File: src/rtl/prefix_tracker.sv
// Instruction-prefix tracker: holds segment override, REP/REPNE and LOCK since the
// last instruction boundary, drives the effective segment select, counts prefixes.
module prefix_tracker #(
  parameter int SR_WIDTH     = 2,
  parameter int SS_INDEX     = 2,
  parameter int MAX_PREFIXES = 15,
  parameter int CNT_WIDTH    = 4
) (
  input  logic                clk,
  input  logic                reset_n,
  input  logic                next_instruction,
  input  logic                prefix_valid,
  input  logic [1:0]          prefix_kind,
  input  logic [SR_WIDTH-1:0] prefix_sr,
  input  logic                force_segment,
  input  logic                bp_is_base,
  input  logic [SR_WIDTH-1:0] microcode_sr_rd_sel,
  output logic [SR_WIDTH-1:0] sr_rd_sel,
  output logic                override_active,
  output logic                rep_active,
  output logic                rep_is_repne,
  output logic                lock_active,
  output logic [CNT_WIDTH-1:0] prefix_count,
  output logic                prefix_overflow
);

  typedef enum logic [1:0] {
    K_SEG   = 2'd0,
    K_REP   = 2'd1,
    K_REPNE = 2'd2,
    K_LOCK  = 2'd3
  } kind_t;

  typedef struct packed {
    logic [SR_WIDTH-1:0]  ovr;
    logic                 ovr_act;
    logic                 rep;
    logic                 repne;
    logic                 lock;
    logic [CNT_WIDTH-1:0] cnt;
    logic                 ovf;
  } state_t;

  localparam logic [CNT_WIDTH-1:0] CNT_MAX = CNT_WIDTH'(MAX_PREFIXES);
  localparam logic [SR_WIDTH-1:0]  SS_SEL  = SR_WIDTH'(SS_INDEX);

  state_t st_q, st_d, held;
  kind_t  kind;

  assign kind = kind_t'(prefix_kind);

  always_comb begin
    // A boundary wipes everything first; a prefix in the same cycle then lands on
    // the clean slate as the first prefix of the new instruction.
    held = next_instruction ? '0 : st_q;
    st_d = held;
    st_d.ovf = 1'b0;
    if (prefix_valid) begin
      case (kind)
        K_SEG: begin
          st_d.ovr     = prefix_sr;
          st_d.ovr_act = 1'b1;
        end
        K_REP: begin
          st_d.rep   = 1'b1;
          st_d.repne = 1'b0;
        end
        K_REPNE: begin
          st_d.rep   = 1'b1;
          st_d.repne = 1'b1;
        end
        default: st_d.lock = 1'b1;
      endcase
      if (held.cnt == CNT_MAX) begin
        st_d.cnt = CNT_MAX;
        st_d.ovf = 1'b1;
      end else begin
        st_d.cnt = held.cnt + 1'b1;
      end
    end
  end

  always_ff @(posedge clk or negedge reset_n) begin
    if (!reset_n) st_q <= '0;
    else          st_q <= st_d;
  end

  // Selection uses registered state only, so a fresh SEG prefix has no bypass.
  always_comb begin
    if (force_segment)      sr_rd_sel = microcode_sr_rd_sel;
    else if (st_q.ovr_act)  sr_rd_sel = st_q.ovr;
    else if (bp_is_base)    sr_rd_sel = SS_SEL;
    else                    sr_rd_sel = microcode_sr_rd_sel;
  end

  assign override_active = st_q.ovr_act;
  assign rep_active      = st_q.rep;
  assign rep_is_repne    = st_q.repne;
  assign lock_active     = st_q.lock;
  assign prefix_count    = st_q.cnt;
  assign prefix_overflow = st_q.ovf;

endmodule

File: config.mk
export PLATFORM = sky130hd
export DESIGN_NAME = prefix_tracker
export DESIGN_NICKNAME = d
export VERILOG_FILES = /design/src/rtl/prefix_tracker.sv
export SDC_FILE = /design/constraint.sdc
export NUM_CORES = 1
export LEC_CHECK = 0
export BUFFER_PORTS_ARGS = -buffer_cell sky130_fd_sc_hd__buf_2
export CAP_MARGIN = 20
export CORE_MARGIN = 2
export CORE_UTILIZATION = 40
export DETAILED_ROUTE_END_ITERATION = 8
export MAX_ROUTING_LAYER = met4
export PLACE_DENSITY = 0.8
export SLEW_MARGIN = 40
export SYNTH_ARGS = -nofsm -noshare
export SYNTH_HDL_FRONTEND = slang
export SYNTH_SLANG_ARGS = --single-unit
File: constraint.sdc
create_clock -name clk -period 0.82 [get_ports clk]
set_input_delay 0.164 -clock clk [delete_from_list [all_inputs] [get_ports clk]]
set_output_delay 0.164 -clock clk [all_outputs]
set_load 0.02 [all_outputs]
Word-level counts from Yosys, hierarchy flattened
Index checks and enable logic that the tools add are counted.
{ "totals": {"elab_cells": 23, "reg_bits": 11} }
{ "op_classes": {"reduce_logical": 2, "muxes": 10, "add_sub_neg": 1, "eq_ne": 3} }
{ "ops": {"columns": ["op", "n"], "rows": [
  ["11-bit 2-to-1 mux", 2],
  ["2-bit 2-to-1 mux", 3],
  ["4-bit by 1-bit adder with 4-bit output (second input constant)", 1],
  ["4-bit equality test (second input constant)", 1],
  ["4-bit 2-to-1 mux", 1],
  ["2-bit one-hot mux with 2 select lines", 1],
  ["3-bit 2-to-1 mux", 1],
  ["3-bit OR reduction", 1],
  ["2-bit by 1-bit equality test with 1-bit output (second input constant)", 1],
  ["2-bit equality test (second input constant)", 1],
  ["2-bit logical NOT", 1],
  ["1-bit 2-to-1 mux", 2]
]} }

Longest topological paths before layout
{ "logic_depth": {"word_depth": 4, "mapped_depth": 4, "ltp_nobuf": 4} }

Worst setup path after synthesis
OpenSTA, ideal clock, no wires.
{ "synth_timing": {"kind": "register to output", "startpoint": "register st_q, in the netlist override_active", "endpoint": "output sr_rd_sel[1]", "path_slack_ns": -0.289, "t_arrival_ns": 0.945, "path_buffers": 0, "required_ns": 0.656, "stages_incl_launch_ff": 3, "path_cell_list": "dfrtp_1 -> inv_1 -> o32a_1"} }
{ "synth_via": {"elab_chain_cells": 2} }
{ "synth_lines": {"columns": ["element", "line_no", "rtl"], "rows": [
  ["from (decl)", "47", "state_t st_q, st_d, held;"],
  ["from (signal assigned)", "85", "else st_q <= st_d;"],
  ["2-bit 2-to-1 mux", "91", "else if (st_q.ovr_act) sr_rd_sel = st_q.ovr;"],
  ["2-bit 2-to-1 mux", "90", "if (force_segment) sr_rd_sel = microcode_sr_rd_sel;"],
  ["to (decl)", "18", "output logic [SR_WIDTH-1:0] sr_rd_sel,"]
]} }
No other way between the ends.

Worst setup path after layout
Same ends and word-level chain as after synthesis.

==> key figures <==
Outcome
  – Status: finished with violations
  – Failing checks: setup timing

Yosys
  – Cell variety after synth: 23
  – Register area share after synthesis: 0.482
  – Dominant cell type by area after synthesis: dfrtp_1
  – Synthesis-stage register bit count: 11
  – Synth cell count leaders: dfrtp_1 (11), inv_1 (5), a21oi_1 (4), buf_4 (4), nand2_1 (4)
  – Synth Net Count: 72
  – Mapped cell area: roughly 570 sq um
  – Primary FF master, synth: dfrtp_1
  – Area share of the leading cell type in the synthesized netlist: 0.482
  – Post-synth ARST share: 1.00
  – Largest cells by area after synthesis: dfrtp_1 (48%), ha_1 (6.6%), buf_4 (5.3%), a31o_2 (4.6%), a21oi_1 (3.5%)
  – EDFF count, synth: 0
  – Cell count after synthesis: 57
  – Yosys warning count: 0
  – Avg Inst Size Synth: approximately 10 sq um
  – Top-count cell post-synth: dfrtp_1

Critical path
  – Critical path type: reg2out
  – CP max stage cell: dfrtp_2
  – Worst Reg2Reg Path Length in Cells: 3
  – CP Data Arrival Time: between 1000 and 1500 ps
  – Startpoint Class: flop
  – Worst path cell trace: nor2_4 > nor2_1 > o32a_1 > buf_6
  – Worst r2r src: prefix_count[0]$_DFF_PN0_
  – CP startpoint: override_active$_DFF_PN0_
  – Reg2reg end: prefix_overflow$_DFF_PN0_
  – Worst endpoint required time: ~660 ps
  – Crit. End Element: primary output
  – Reg2reg setup slack: -140 ps
  – CP Max Fanout: 3
  – Max incr delay on CP: between 400 and 500 ps

Die
  – Die area: around 1700 sq um
  – Initial Utilization: 0.433
  – I/O pin cnt: 23
  – Core area: between 1000 and 1500 sq um
  – Cell row count: 13
  – Die W: 41.8 um
  – Die height: between 40 and 50 um

Cells and area
  – Ant diodes: 0
  – Share of cells above drive strength 1: 0.625
  – Synthesis-to-finish area growth: 65.6%
  – Layout Nets: between 100 and 150
  – Final Util: 0.717

Timing
  – Max-slew headroom: 0.832
  – PnR worst setup slack: -500 ps
  – Clock skew: about 0.2 ps
  – Post-route minimum period: 1320 ps
  – Hold Fails Final Rpt: 0
  – Final setup fails: 16
  – Slew @ Worst Pin: 252 ps
  – RSZ-0062 raised after global routing: true
  – Slew Viols, Final: 0
  – Final Cycle Share: 1.61
  – Max frequency: around 760 MHz

Global routing
  – Grt ovf: 0
  – First-pass GRT wire length: 2.46 mm
  – Number of global-route vias before repair: between 500 and 600
  – Initial antenna violation count: 0
  – Largest net degree at the start of global routing: 14
  – All-Layer GR Usage: 0.197

Power
  – PwrDens: around 1500 nW/um^2
  – Peak supply drop: between 1 and 1.5 mV
  – Leak pwr: 0.446 nW

Min path
  – Hold EP: prefix_count[1]$_DFF_PN0_
  – Min-Delay Startpoint: next_instruction
  – Hold Crit Class: in2reg
  – Cells on Worst Hold Path: 2

Placement
  – GPL Wtd Cong: about 0.76
  – Detail Placement HPWL: around 870 um
  – Port Buf Inserts: 22
  – DP Worst Slack: -263 ps

Clocking
  – CTS Sinks: 11
  – Htree depth: 1
  – CTS clock-pin slew for the worst setup and hold paths: roughly 80 ps
  – CTS tree: yes
  – Worst skew pair latency: ~270 ps
  – CTS Buffer Depth: 2
  – Root Driver: clkbuf_4
  – CTS Buf Count: 3

Detailed routing
  – Via Count: about 590
  – DR iter-0 viols: 17
  – WL/cell: about 15 um
  – Post-route ant nets: 0
  – Pre-Repair DR Iteration Count: 5
  – DRC viols: 0
  – Final wirelength: about 1.5 mm
  – Vias per cell: 5.70

Flow run
  – Max_cap viols: 0
-- worst max-delay path, delay by kind of cell (launching register included) --
kind            cells  cell delay [ps]
buf+inv             1              130
flops               1              440
compound gates      1              170
simple gates        2              130
-- placed cells by master, fill, tap and decap left out, types with 3 or more instances in the layout --
cell,instances
dfrtp_1,8
buf_2,11
buf_6,16
clkbuf_4,3
dfrtp_2,3
buf_4,4
nand2_1,3
-- power by group --
group          switching [mW]  internal (mW)  total (mW)
registers              0.0310          0.578       0.609
logic                   0.193          0.194       0.388
clock network           0.194          0.189       0.383
-- how the worst max path moves through the flow --
stage,slack (ps),end
global placement,-240,rep_is_repne$_DFF_PN0_
CTS,-490,sr_rd_sel[1]
finish,-500,sr_rd_sel[1]
global route,-550,sr_rd_sel[1]
detailed placement,-260,rep_is_repne$_DFF_PN0_
floorplan,-230,sr_rd_sel[1]
-- what timing repair did --
item                                   CTS  global route
pin swaps                                6             2
endpoints found under the hold margin   11             0
hold buffers                             1             0
buffers inserted                         4             0
resized for setup                       33             9
setup endpoints to repair               17            18
-- per-layer routing --
layer | GRT usage | routed length [um] | part of all wire | up-vias
met5 | - | 0 | 0 | -
met4 | 0.0774 | 19 | 0.012 | 0
met3 | 0.0522 | 133 | 0.087 | 6
met2 | 0.334 | 813 | 0.53 | 38
met1 | 0.219 | 565 | 0.37 | 280
li1 | - | - | - | 263
-- cell type report --
cell class | instances | area, sq um
multi-input cells | 35 | 308
well taps | 15 | 18.8
inverters | 6 | 37.5
clock buffers | 4 | 26.3
fillers | 97 | 373
flip-flops and latches | 11 | 279
repair buffers | 32 | 275
-- sequential cells by signal, summed over array words and instances (netlist names) --
register and cells:
lock_active 1, override_active 1, prefix_count 4, prefix_overflow 1, rep_active 1, rep_is_repne 1
st_q 2
-- logic make-up after synthesis --
logic type | Yosys count | share of synthesized area
buffers and inverters | 11 | 0.112
DFF | 11 | 0.482
and+or+nand+nor | 18 | 0.175
adders and majority gates | 3 | 0.0658
AOI/OAI and AO/OA | 14 | 0.164
-- stage by stage --
step / instances / hold WS [ps] / power [mW] / setup TNS, ps / area [sq um]
6_report: 103 / 103 / 1.38 / -3170 / 945
5_1_grt: 103 / 88.9 / 1.45 / -3750 / 945
4_1_cts: 103 / 105 / 1.34 / -2790 / 910
3_5_place_dp: 94 / 45.1 / 0.880 / -1560 / 734
3_3_place_gp: 94 / 41.3 / 0.872 / -1230 / 734
2_1_floorplan: 57 / -132 / 0.774 / -398 / 609
Power figures use the tool's default switching activity.
